<file path="src/rtl/ucode_asm_loader.sv">
// rtl/ucode_asm_loader.sv - microcode program loader and instruction encoder
// Encodes symbolic instructions into 16-bit words and writes them sequentially to imem.
module ucode_asm_loader #(
   parameter int DEPTH = 256
) (
   input  logic        clk,
   input  logic        rst_n,
   input  logic        start,
   input  logic [7:0]  start_addr,
   input  logic        req_vld,
   output logic        req_rdy,
   input  logic [4:0]  req_kind,
   input  logic [2:0]  req_dst,
   input  logic [2:0]  req_src0,
   input  logic [2:0]  req_src1,
   input  logic [2:0]  req_imm,
   input  logic [1:0]  req_cc,
   input  logic [7:0]  req_target,
   input  logic        req_wren,
   input  logic        req_last,
   output logic        imem_wen,
   output logic [7:0]  imem_waddr,
   output logic [15:0] imem_wdata,
   output logic        busy,
   output logic        done,
   output logic        error,
   output logic [1:0]  error_code,
   output logic [8:0]  count
);

   localparam logic [8:0] DEPTH_W   = 9'(DEPTH);
   localparam logic [7:0] LAST_ADDR = 8'(DEPTH - 1);

   localparam logic [4:0] K_NOP  = 5'd0,  K_JCC  = 5'd1,  K_PUSH = 5'd2,  K_POP  = 5'd3;
   localparam logic [4:0] K_LD   = 5'd4,  K_ST   = 5'd5,  K_MOV  = 5'd6,  K_MOVI = 5'd7;
   localparam logic [4:0] K_MOVS = 5'd8,  K_ADD  = 5'd9,  K_SUB  = 5'd10, K_ADDI = 5'd11;
   localparam logic [4:0] K_SUBI = 5'd12, K_CALL = 5'd13, K_RET  = 5'd14, K_WAIT = 5'd15;
   localparam logic [4:0] K_EMIT = 5'd16;

   typedef enum logic [1:0] {
      S_IDLE = 2'd0,
      S_LOAD = 2'd1,
      S_DONE = 2'd2,
      S_ERR  = 2'd3
   } state_t;

   state_t      state_q;
   logic [7:0]  addr_q;
   logic        wen_q;
   logic [7:0]  waddr_q;
   logic [15:0] wdata_q;
   logic [1:0]  code_q;
   logic [8:0]  count_q;

   logic [15:0] enc_d;
   logic        kind_bad_d;
   logic        tgt_bad_d;

   always_comb begin
      enc_d = 16'h0000;
      case (req_kind)
         K_NOP:  enc_d = 16'h0000;
         K_JCC:  enc_d = {4'h1, 2'b00, req_cc, req_target};
         K_PUSH: enc_d = {4'h2, 1'b0, 3'b000, 1'b0, 3'b000, 1'b0, req_src1};
         K_POP:  enc_d = {4'h2, 1'b1, req_dst, 8'h00};
         K_LD:   enc_d = {4'h4, 1'b0, req_dst, 1'b0, 3'b000, 1'b0, req_src1};
         K_ST:   enc_d = {4'h4, 1'b1, 3'b000, 1'b0, req_src0, 1'b0, req_src1};
         K_MOV:  enc_d = {4'h6, 1'b0, req_dst, 1'b0, 3'b000, 1'b0, req_src1};
         K_MOVI: enc_d = {4'h6, 1'b0, req_dst, 1'b0, 3'b000, 1'b1, req_imm};
         K_MOVS: enc_d = {4'h6, 1'b1, req_dst, 1'b0, 3'b000, 1'b0, req_imm};
         K_ADD:  enc_d = {4'h7, 1'b0, req_dst, req_wren, req_src0, 1'b0, req_src1};
         K_SUB:  enc_d = {4'h7, 1'b1, req_dst, req_wren, req_src0, 1'b0, req_src1};
         K_ADDI: enc_d = {4'h7, 1'b0, req_dst, req_wren, req_src0, 1'b1, req_imm};
         K_SUBI: enc_d = {4'h7, 1'b1, req_dst, req_wren, req_src0, 1'b1, req_imm};
         K_CALL: enc_d = {4'hC, 1'b0, 3'b000, req_target};
         K_RET:  enc_d = 16'hC800;
         K_WAIT: enc_d = 16'hF000;
         K_EMIT: enc_d = 16'hF800;
         default: enc_d = 16'h0000;
      endcase
   end

   assign kind_bad_d = (req_kind > K_EMIT);
   assign tgt_bad_d  = ((req_kind == K_JCC) || (req_kind == K_CALL)) &&
                       ({1'b0, req_target} >= DEPTH_W);

   always_ff @(posedge clk or negedge rst_n) begin
      if (!rst_n) begin
         state_q <= S_IDLE;
         addr_q  <= 8'h00;
         wen_q   <= 1'b0;
         waddr_q <= 8'h00;
         wdata_q <= 16'h0000;
         code_q  <= 2'd0;
         count_q <= 9'd0;
      end else begin
         wen_q <= 1'b0;
         case (state_q)
            S_LOAD: begin
               if (req_vld) begin
                  if (kind_bad_d) begin
                     state_q <= S_ERR;
                     code_q  <= 2'd1;
                  end else if (tgt_bad_d) begin
                     state_q <= S_ERR;
                     code_q  <= 2'd2;
                  end else begin
                     wen_q   <= 1'b1;
                     waddr_q <= addr_q;
                     wdata_q <= enc_d;
                     if (count_q != DEPTH_W) count_q <= count_q + 9'd1;
                     // A last word in the final slot is a clean finish, not an overflow.
                     if (req_last) begin
                        state_q <= S_DONE;
                     end else if (addr_q == LAST_ADDR) begin
                        state_q <= S_ERR;
                        code_q  <= 2'd3;
                     end else begin
                        addr_q <= addr_q + 8'd1;
                     end
                  end
               end
            end
            default: begin
               if (start) begin
                  count_q <= 9'd0;
                  if ({1'b0, start_addr} >= DEPTH_W) begin
                     state_q <= S_ERR;
                     code_q  <= 2'd3;
                  end else begin
                     state_q <= S_LOAD;
                     addr_q  <= start_addr;
                     code_q  <= 2'd0;
                  end
               end
            end
         endcase
      end
   end

   assign req_rdy    = (state_q == S_LOAD);
   assign busy       = (state_q == S_LOAD);
   assign done       = (state_q == S_DONE);
   assign error      = (state_q == S_ERR);
   assign error_code = code_q;
   assign count      = count_q;
   assign imem_wen   = wen_q;
   assign imem_waddr = waddr_q;
   assign imem_wdata = wdata_q;

endmodule

</file>
<file path="config.mk">
export PLATFORM = sky130hd
export DESIGN_NAME = ucode_asm_loader
export DESIGN_NICKNAME = d
export VERILOG_FILES = /design/src/rtl/ucode_asm_loader.sv
export SDC_FILE = /design/constraint.sdc
export NUM_CORES = 1
export LEC_CHECK = 0
export CAP_MARGIN = 20
export CORE_MARGIN = 10
export CORE_UTILIZATION = 47
export CTS_CLUSTER_SIZE = 14
export DETAILED_ROUTE_END_ITERATION = 10
export GPL_TIMING_DRIVEN = 1
export PLACE_DENSITY = 0.89
export SLEW_MARGIN = 30
export SYNTH_ARGS = -nofsm -noshare
export SYNTH_HDL_FRONTEND = slang
export SYNTH_SLANG_ARGS = --single-unit
</file>
<file path="constraint.sdc">
create_clock -name clk -period 2.1 [get_ports clk]
set_clock_uncertainty 0.1 [all_clocks]
set_input_delay 0.42 -clock clk [delete_from_list [all_inputs] [get_ports clk]]
set_output_delay 0.42 -clock clk [all_outputs]
set_load 0.02 [all_outputs]
</file>
# [After elaboration in Yosys (flattened, before gate mapping)]
# Index checks and enable logic that the tools add are counted.
[classes] add_sub_neg=2 mul=0 n_div=0 magnitude_cmp=1 eq_ne=29 n_shift=0 mux=26 bitwise_logic=1 reduce_logical=6
[ops] op="16-bit case mux with 16 select lines" count=1
[ops] op="8-bit two-way mux" count=6
[ops] op="9-bit two-way mux" count=5
[ops] op="5-bit by 4-bit equality test with 1-bit output, second input constant" count=8
[ops] op="2-bit two-way mux" count=11
[ops] op="5-bit by 3-bit equality test with 1-bit output, second input constant" count=4
[ops] op="5-bit by 2-bit equality test with 1-bit output, second input constant" count=2
[ops] op="9-bit by 1-bit adder with 9-bit output, second input constant" count=1
[ops] op="9-bit inequality test, second input constant" count=1
[ops] op="8-bit by 1-bit adder with 8-bit output, second input constant" count=1
[ops] op="8-bit equality test, second input constant" count=1
[ops] op="2-bit inequality test, second input constant" count=4
[ops] op="4-bit AND reduction" count=2
[ops] op="3-bit AND reduction" count=2
[ops] op="5-bit by 1-bit equality test with 1-bit output, second input constant" count=1
[ops] op="5-bit equality test, second input constant" count=1
[ops] op="5-bit > comparator, second input constant" count=1
[ops] op="5-bit AND reduction" count=1
[ops] op="2-bit equality test, second input constant" count=2
[ops] op="4-bit by 2-bit inequality test with 1-bit output, second input constant" count=1
[ops] op="1-bit two-way mux" count=3
[ops] op="3-bit by 1-bit inequality test with 1-bit output, second input constant" count=1
[ops] op="3-bit by 2-bit inequality test with 1-bit output, second input constant" count=1
[ops] op="2-bit by 1-bit equality test with 1-bit output, second input constant" count=1
[ops] op="3 further kinds" count=3
[totals] ff_bits=46 latchBits=0 mem_bits_rw=0 romBits=0 in_bits=41 output_inout_bits=40 wordCells=72 n_memories=0

# [Logic depth before layout (Yosys ltp)]
# Gate-level depths: netlist of the first run.
[logic_depth] word_depth=6 mapped_depth=7 ltp_nobuf=6

# [Least setup slack after synthesis of the first run]
# No wires, ideal clock.
[synth_timing] kind="input port to flip-flop" start="input port req_kind[2]" end="register addr_q[1]" setup_time_ns=0.125 arrival_time_ns=1.805 required_ns=1.875 path_slack_ns=0.070 stages=5 n_path_buf=1 cell_sequence="buf_2 o41ai_4 o2111ai_2 nand2_1 mux2_2"
[synth_via] elab_chain_cells=3
[synth_lines] item="start, declared" line="12" rtl="input logic [4:0] req_kind,"
[synth_lines] item="5-bit > comparator" line="83" rtl="assign kind_bad_d = (req_kind > K_EMIT);"
[synth_lines] item="2-bit inequality test (no line)"
[synth_lines] item="5-bit AND reduction (no line)"
[synth_lines] item="end signal, assigned" line="119" rtl="addr_q <= addr_q + 8'd1;"
[synth_lines] item="end signal, assigned" line="132" rtl="addr_q <= start_addr;"
[synth_lines] item="end, declared" line="48" rtl="logic [7:0] addr_q;"
# Every way passes these cells.
# A chain may end at the register's enable or synchronous reset.

# [Final worst setup path of the first run]
[layout_timing] start="input port req_kind[3]" end="register count_q[2] (netlist: count[2])"
[layout_via] elab_chain_cells=3
[layout_lines] item="5-bit > comparator" line="83"
[layout_lines] item="2-bit inequality test (no line)"
[layout_lines] item="4-bit AND reduction (no line)"
[layout_lines] item="end signal, assigned" line="111" rtl="if (count_q != DEPTH_W) count_q <= count_q + 9'd1;"
[layout_lines] item="end, declared" line="53" rtl="logic [8:0] count_q;"
# Every way passes these cells.

==> results.sh, run 1 <==
export IMPL_run_status="finished, final reports clean"
export IMPL_hold_start="imem_waddr[1]"
export IMPL_synth_seq_cells=46
export IMPL_seqCellArea_sq_mm=0.001151
export IMPL_yosysTopAreaCellShare=0.4434
export IMPL_path_max_fanout=6
export IMPL_synth_cell_area_sq_mm=0.002596
export IMPL_row_count=27
export IMPL_min_period_ns=2.071
export IMPL_area_delta_synth_final_pct=50.22
export IMPL_syn_avg_cell_area_sq_um=9.078
export IMPL_critPathMaxStageDelay_ns=0.53
export IMPL_io_pins=81
export IMPL_slowest_stage="clkdlybuf4s50_1"
export IMPL_clkTransAtPathRegs_ns=0.10
export IMPL_muxShareOfSynthArea=0.008193
export IMPL_yosys_cell_types_count=59
export IMPL_rr_endpoint="imem_wdata[8]"
export IMPL_drtIter0Drc=139
export IMPL_cts_max_path_buffers=2
export IMPL_yosysTopAreaCell="dfrtp_1"
export IMPL_setup_viol=0
export IMPL_ys_warn_count=0
export IMPL_synth_nets=330
export IMPL_critPathLaunchType="input pin"
export IMPL_max_slew_margin=0.5767
export IMPL_grt_overflow_total=0
export IMPL_maxSlewViolCount=0
export IMPL_multi_input_area_sq_mm=0.001338
export IMPL_ant_nets=0
export IMPL_dp_cells=465
export IMPL_path_class="input pin to flip-flop"
export IMPL_antenna_diode_count=0
export IMPL_synth_fa_ha_area_frac=0.01446
export IMPL_tightest_slew_ns=0.6291
export IMPL_fin_nets=446
export IMPL_total_power_w=0.004156
export IMPL_firstDrtPassIters=4
export IMPL_min_path_type="flip-flop to flip-flop"
export IMPL_synth_edf_count=0
export IMPL_synth_top_family_by_area="compound AO/OA/AOI/OAI gates"
export IMPL_wl_per_cell_um=16.69
export IMPL_layoutNonFillerInstCount=475
export IMPL_port_buffers=80
export IMPL_yosysSeqAreaShare=0.4434
export IMPL_dieArea_sq_mm=0.008897
export IMPL_drive_above_1_share=0.1712
export IMPL_finalWirelength_um=7928
export IMPL_grt_pass1_wl_um=12920
export IMPL_synth_area_leaders="dfrtp_1, nand2_1, a21oi_1"
export IMPL_yosys_most_used_dff="dfrtp_1"
export IMPL_crit_required_ns=2.20
export IMPL_yosys_area_share_simple=0.2130
export IMPL_synth_xor_area_share=0.02361
export IMPL_cts_made_buffers=5
export IMPL_initial_core_util=0.4773
export IMPL_p_leak_nw=1.689
export IMPL_r2r_slack_ns=0.18
export IMPL_synth_compound_area_frac=0.2492
export IMPL_r2r_cells=5
export IMPL_worstHoldPathCells=2
export IMPL_dr_total_vias=2665
export IMPL_clk_latency_ns=0.32
export IMPL_power_density_mw_per_mm2=1066
export IMPL_place_congestion=0.8612
export IMPL_synth_most_common_cell="nand2_1"
export IMPL_worstPathArrival_ns=2.17
export IMPL_r2r_start="state_q[1]"
export IMPL_grt_pass1_vias=2764
export IMPL_tritoncts="yes"
export IMPL_antenna_found_initial=0
export IMPL_yosys_top_cells_count="nand2_1, dfrtp_1, a21oi_1"
export IMPL_fp_dieH_um=94.33
export IMPL_drc=0
export IMPL_viasPerCell=5.611
export IMPL_design_core_area_sq_mm=0.005439
export IMPL_min_period_over_period=0.9863
export IMPL_cp_cell_sequence="clkdlybuf4s50_1, o41a_1, a211oi_2, buf_4, nand2_1, mux2i_1"
export IMPL_end_kind="flip-flop"
export IMPL_fmax_ghz=0.4828
export IMPL_vdd_drop_max_mv=0.7714
export IMPL_cts_root_buf="clkbuf_8"
export IMPL_drv_cap=0
export IMPL_async_flop_share=1.000
export IMPL_h_tree_depth=2
export IMPL_grtUsageTotal=0.1777
export IMPL_hold_viol_final=0
export IMPL_cts_sinks=46
export IMPL_dp_hpwl_um=6047
export IMPL_crit_start="req_kind[3]"
export IMPL_rsz0062_at_grt="false"
export IMPL_netlist_instances=286
export IMPL_fillers=417
export IMPL_min_to="imem_waddr[1]"
export IMPL_grt_max_degree=25
export IMPL_chipWidth_um=94.33
-- per-layer routing --
layer | global-route usage | share of wire | vias to the layer above
met2 | 0.3015 | 0.50 | 95
met4 | 0.05949 | 0.021 | 0
met3 | 0.05356 | 0.075 | 19
met1 | 0.2084 | 0.41 | 1271
li1 | - | - | 1280
met5 | 0 | 0 | -
-- area by class of cell --
| type | instances | share of cell area |
|---|---|---|
| sequential | 46 | 0.2952 |
| multi-input combinational | 210 | 0.3430 |
| clock inverter | 3 | 0.007379 |
| timing repair buffer | 126 | 0.3013 |
| tap | 72 | 0.02310 |
| clock buffer | 5 | 0.01765 |
| inverter | 13 | 0.01251 |
-- critical path, delay by kind of cell --
kind,cells,cell delay [ns]
simple gates,1,0.07
compound gates,2,0.83
buf+inv,2,0.74
mux,1,0.12
-- registers in the layout, indices dropped and copies added, names as in the netlist --
register    cells
imem_wdata     16
state_q         2
imem_wen        1
imem_waddr      8
error_code      2
count           9
addr_q          8
-- cell usage in the layout (no fill, tap or decap), types with 2 or more instances in the layout --
master and n:
nand2b_1 4, o21ai_0 16, a221o_1 2, dlygate4sd2_1 3, a32oi_1 2, nor2_1 19
nand4_1 3, dfrtp_1 46, nor4b_1 2, a21oi_1 20, o2bb2ai_1 2, buf_6 2
or3b_2 2, nor2b_1 3, inv_1 12, buf_4 41, nor3_1 3, clkdlybuf4s50_1 75
a32o_1 3, buf_12 2, nand3_1 4, and3_1 4, ha_1 3, clkbuf_8 5
and2_1 2, xnor2_1 6, and4_1 2, a41oi_1 2, a31oi_1 2, nand3b_1 3
o31ai_1 5, a222oi_1 3, nor4_1 3, o2bb2a_1 5, nand2_1 47, o22ai_1 2
nand4b_1 3, a31o_2 5, nor3b_1 3
-- timing repair --
action / in CTS / in global routing
hold endpoints to repair: 19 / 0
hold buffers: 1 / 0
setup buffers: 0 / 1
gates cloned: 0 / 0
endpoints found under the setup margin: 3 / 21
resized for setup: 3 / 6
pin swaps: 0 / 2
-- how the worst max path moves through the flow --
stage | to | cells after the start
after floorplan | addr_q[1] | 5
after CTS | imem_wdata[2] | 6
final | count[2] | 6
after detailed placement | count[7] | 5
after global placement | addr_q[6] | 6
after global routing | count[7] | 5
-- per-stage QoR --
stage	setup WS (ns)	area, sq um	util	hold slack, ns	setup TNS (ns)
after global routing	0.0002394	3900	0.7170	0.4211	0
after global placement	-0.2411	3761	0.6915	0.3323	-6.591
after detailed placement	-0.3398	3761	0.6915	0.3378	-10.24
final	0.02877	3900	0.7170	0.3820	0
after floorplan	0.07049	2596	-	0.02441	0
after CTS	0.002854	3865	0.7106	0.3874	0
-- cells by family (layout without fill, tap and decap cells) --
group | after synthesis | count (layout)
xor+xnor | 7 | 7
compound gates | 87 | 87
simple gates | 111 | 111
fa+ha+maj | 3 | 3
mux | 2 | 2
flops | 46 | 46
buf+inv | 30 | 147
-- where the power goes --
group | leakage (nW) | switching, W | internal, W
combinational | 1.06 | 0.00109 | 0.00101
sequential | 0.577 | 0.000250 | 0.00120
clock | 0.0506 | 0.000356 | 0.000250
total | 1.69 | 0.00169 | 0.00247
No activity file was read; power rests on OpenSTA's default activity.
==> run 2, diff against run 1 <==
--- a/config.mk
+++ b/config.mk
@@ -11,7 +11,8 @@
 export CTS_CLUSTER_SIZE = 14
 export DETAILED_ROUTE_END_ITERATION = 10
 export GPL_TIMING_DRIVEN = 1
-export PLACE_DENSITY = 0.89
+export PLACE_DENSITY_LB_ADDON = 0.1
+export SETUP_SLACK_MARGIN = 0.2
 export SLEW_MARGIN = 30
 export SYNTH_ARGS = -nofsm -noshare
 export SYNTH_HDL_FRONTEND = slang
==> results.sh, run 2 (synthesized netlist as in run 1, its figures left out) <==
export IMPL_max_slew_margin=0.6354
export IMPL_grt_max_degree=25
export IMPL_antenna_diode_count=0
export IMPL_fin_area_sq_mm=0.004026
export IMPL_min_period_ns=1.880
export IMPL_firstDrtPassIters=5
export IMPL_end_kind="flip-flop"
export IMPL_grtUsageTotal=0.1875
export IMPL_seqCellArea_sq_mm=0.001155
export IMPL_grt_pass1_wl_um=13560
export IMPL_worstHoldPathCells=2
export IMPL_hold_viol_final=0
export IMPL_total_power_w=0.004239
export IMPL_fin_nets=458
export IMPL_fp_dieH_um=94.33
export IMPL_port_buffers=80
export IMPL_drtIter0Drc=163
export IMPL_dp_hpwl_um=6170
export IMPL_multi_input_area_sq_mm=0.001380
export IMPL_io_pins=81
export IMPL_row_count=27
export IMPL_rr_endpoint="addr_q[6]"
export IMPL_layout_commonest_cell="clkdlybuf4s50_1"
export IMPL_viasPerCell=5.622
export IMPL_cts_max_path_buffers=2
export IMPL_run_status="finished, final reports clean"
export IMPL_dp_cells=471
export IMPL_grt_overflow_total=0
export IMPL_drive_above_1_share=0.2193
export IMPL_r2r_start="addr_q[1]"
export IMPL_min_to="imem_waddr[6]"
export IMPL_finalWirelength_um=8495
export IMPL_min_path_type="flip-flop to flip-flop"
export IMPL_wl_per_cell_um=17.44
export IMPL_worstPathArrival_ns=1.98
export IMPL_dieArea_sq_mm=0.008897
export IMPL_placed_area_sq_mm=0.003821
export IMPL_ant_nets=0
export IMPL_fillers=429
export IMPL_design_core_area_sq_mm=0.005439
export IMPL_fin_util=0.7403
export IMPL_fmax_ghz=0.5318
export IMPL_rsz0062_at_grt="false"
export IMPL_drv_cap=0
export IMPL_path_max_fanout=7
export IMPL_slowest_stage="dfrtp_1"
export IMPL_maxSlewViolCount=0
export IMPL_critPathLaunchType="flip-flop"
export IMPL_place_congestion=0.8945
export IMPL_vdd_drop_max_mv=0.7752
export IMPL_dr_total_vias=2738
export IMPL_final_cell_mix="clkdlybuf4s50_1, buf_4, nand2_1"
export IMPL_h_tree_depth=2
export IMPL_clk_latency_ns=0.30
export IMPL_crit_required_ns=2.19
export IMPL_area_delta_synth_final_pct=55.08
export IMPL_power_density_mw_per_mm2=1053
export IMPL_cts_root_buf="clkbuf_8"
export IMPL_min_period_over_period=0.8954
export IMPL_critPathMaxStageDelay_ns=0.41
export IMPL_initial_core_util=0.4773
export IMPL_tightest_slew_ns=0.5469
export IMPL_holdWs_ns=0.3796
export IMPL_largest_reg_flops=16
export IMPL_r2r_cells=6
export IMPL_cts_made_buffers=5
export IMPL_chipWidth_um=94.33
export IMPL_r2r_slack_ns=0.22
export IMPL_clkTransAtPathRegs_ns=0.09
export IMPL_path_class="flip-flop to flip-flop"
export IMPL_cp_cell_sequence="ha_2, nand4_1, o2111ai_4, buf_6, a21oi_1, o2bb2a_1"
export IMPL_grt_pass1_vias=2663
export IMPL_cts_sinks=46
export IMPL_drc=0
export IMPL_antenna_found_initial=0
export IMPL_p_leak_nw=1.814
export IMPL_setup_viol=0
export IMPL_layoutNonFillerInstCount=487
export IMPL_hold_start="imem_waddr[6]"
export IMPL_tritoncts="yes"
## run 2: changes by cell type in the layout (fill, tap and decap cells not counted), sizes merged
cell | before | now
buf | 46 | 58
clkdlybuf4s50 | 75 | 63
dlymetal6s2s | 1 | 3
clkinvlp | 0 | 1
clkbuf | 5 | 7
inv | 14 | 12
dlygate4sd2 | 3 | 11
clkinv | 2 | 3
## run 2: repair_timing
item / in CTS / in global routing
gates resized for setup: 26 / 10
endpoints found under the hold margin: 3 / 0
setup endpoints to repair: 49 / 18
pin swaps: 4 / 4
hold buffers: 1 / 0
setup buffers: 1 / 6
## run 2: worst max-delay path by stage
stage,to,cells past startpoint,start
after floorplan,count[5],6,count[0]
after CTS,count[7],1,count[7]
after global routing,addr_q[6],6,addr_q[1]
final,addr_q[6],6,addr_q[1]
after detailed placement,imem_wdata[2],6,req_kind[3]
after global placement,imem_wdata[2],6,req_kind[3]
## run 2: per-layer routing
metal  part of all wire  global-route usage  wire length [um]
met5                  0                   0                 0
met4              0.022             0.05570               186
met3              0.063             0.04636               538
met2               0.50              0.3169              4241
met1               0.42              0.2298              3529
## run 2: power by group
part           switching [W]  internal (W)  total (W)  leakage (nW)
Combinational        0.00114       0.00107    0.00220          1.20
Clock               0.000329      0.000235   0.000563        0.0441
Sequential          0.000268       0.00121    0.00147         0.575
## run 2: through the flow
stage	worst slack, ns	TNS, ns
finish	0.2196	0
global route	0.1361	0
CTS	0.2014	0
detailed placement	-0.3409	-8.864
global placement	-0.2899	-7.417
floorplan	0.2123	0
## run 2: critical path: cells and delay by family, from the launching register on
kind,cells,cell delay (ns)
simple gates,1,0.21
flops,1,0.41
buf+inv,1,0.16
fa+ha+maj,1,0.25
compound gates,3,0.64
## run 2: area by class of cell
class | instances | area share
Multi-Input combinational cell | 210 | 0.3428
Clock buffer | 5 | 0.01709
Timing Repair Buffer | 138 | 0.3135
Sequential cell | 46 | 0.2868
Tap cell | 72 | 0.02237
Inverter | 13 | 0.01212
Clock inverter | 3 | 0.005283
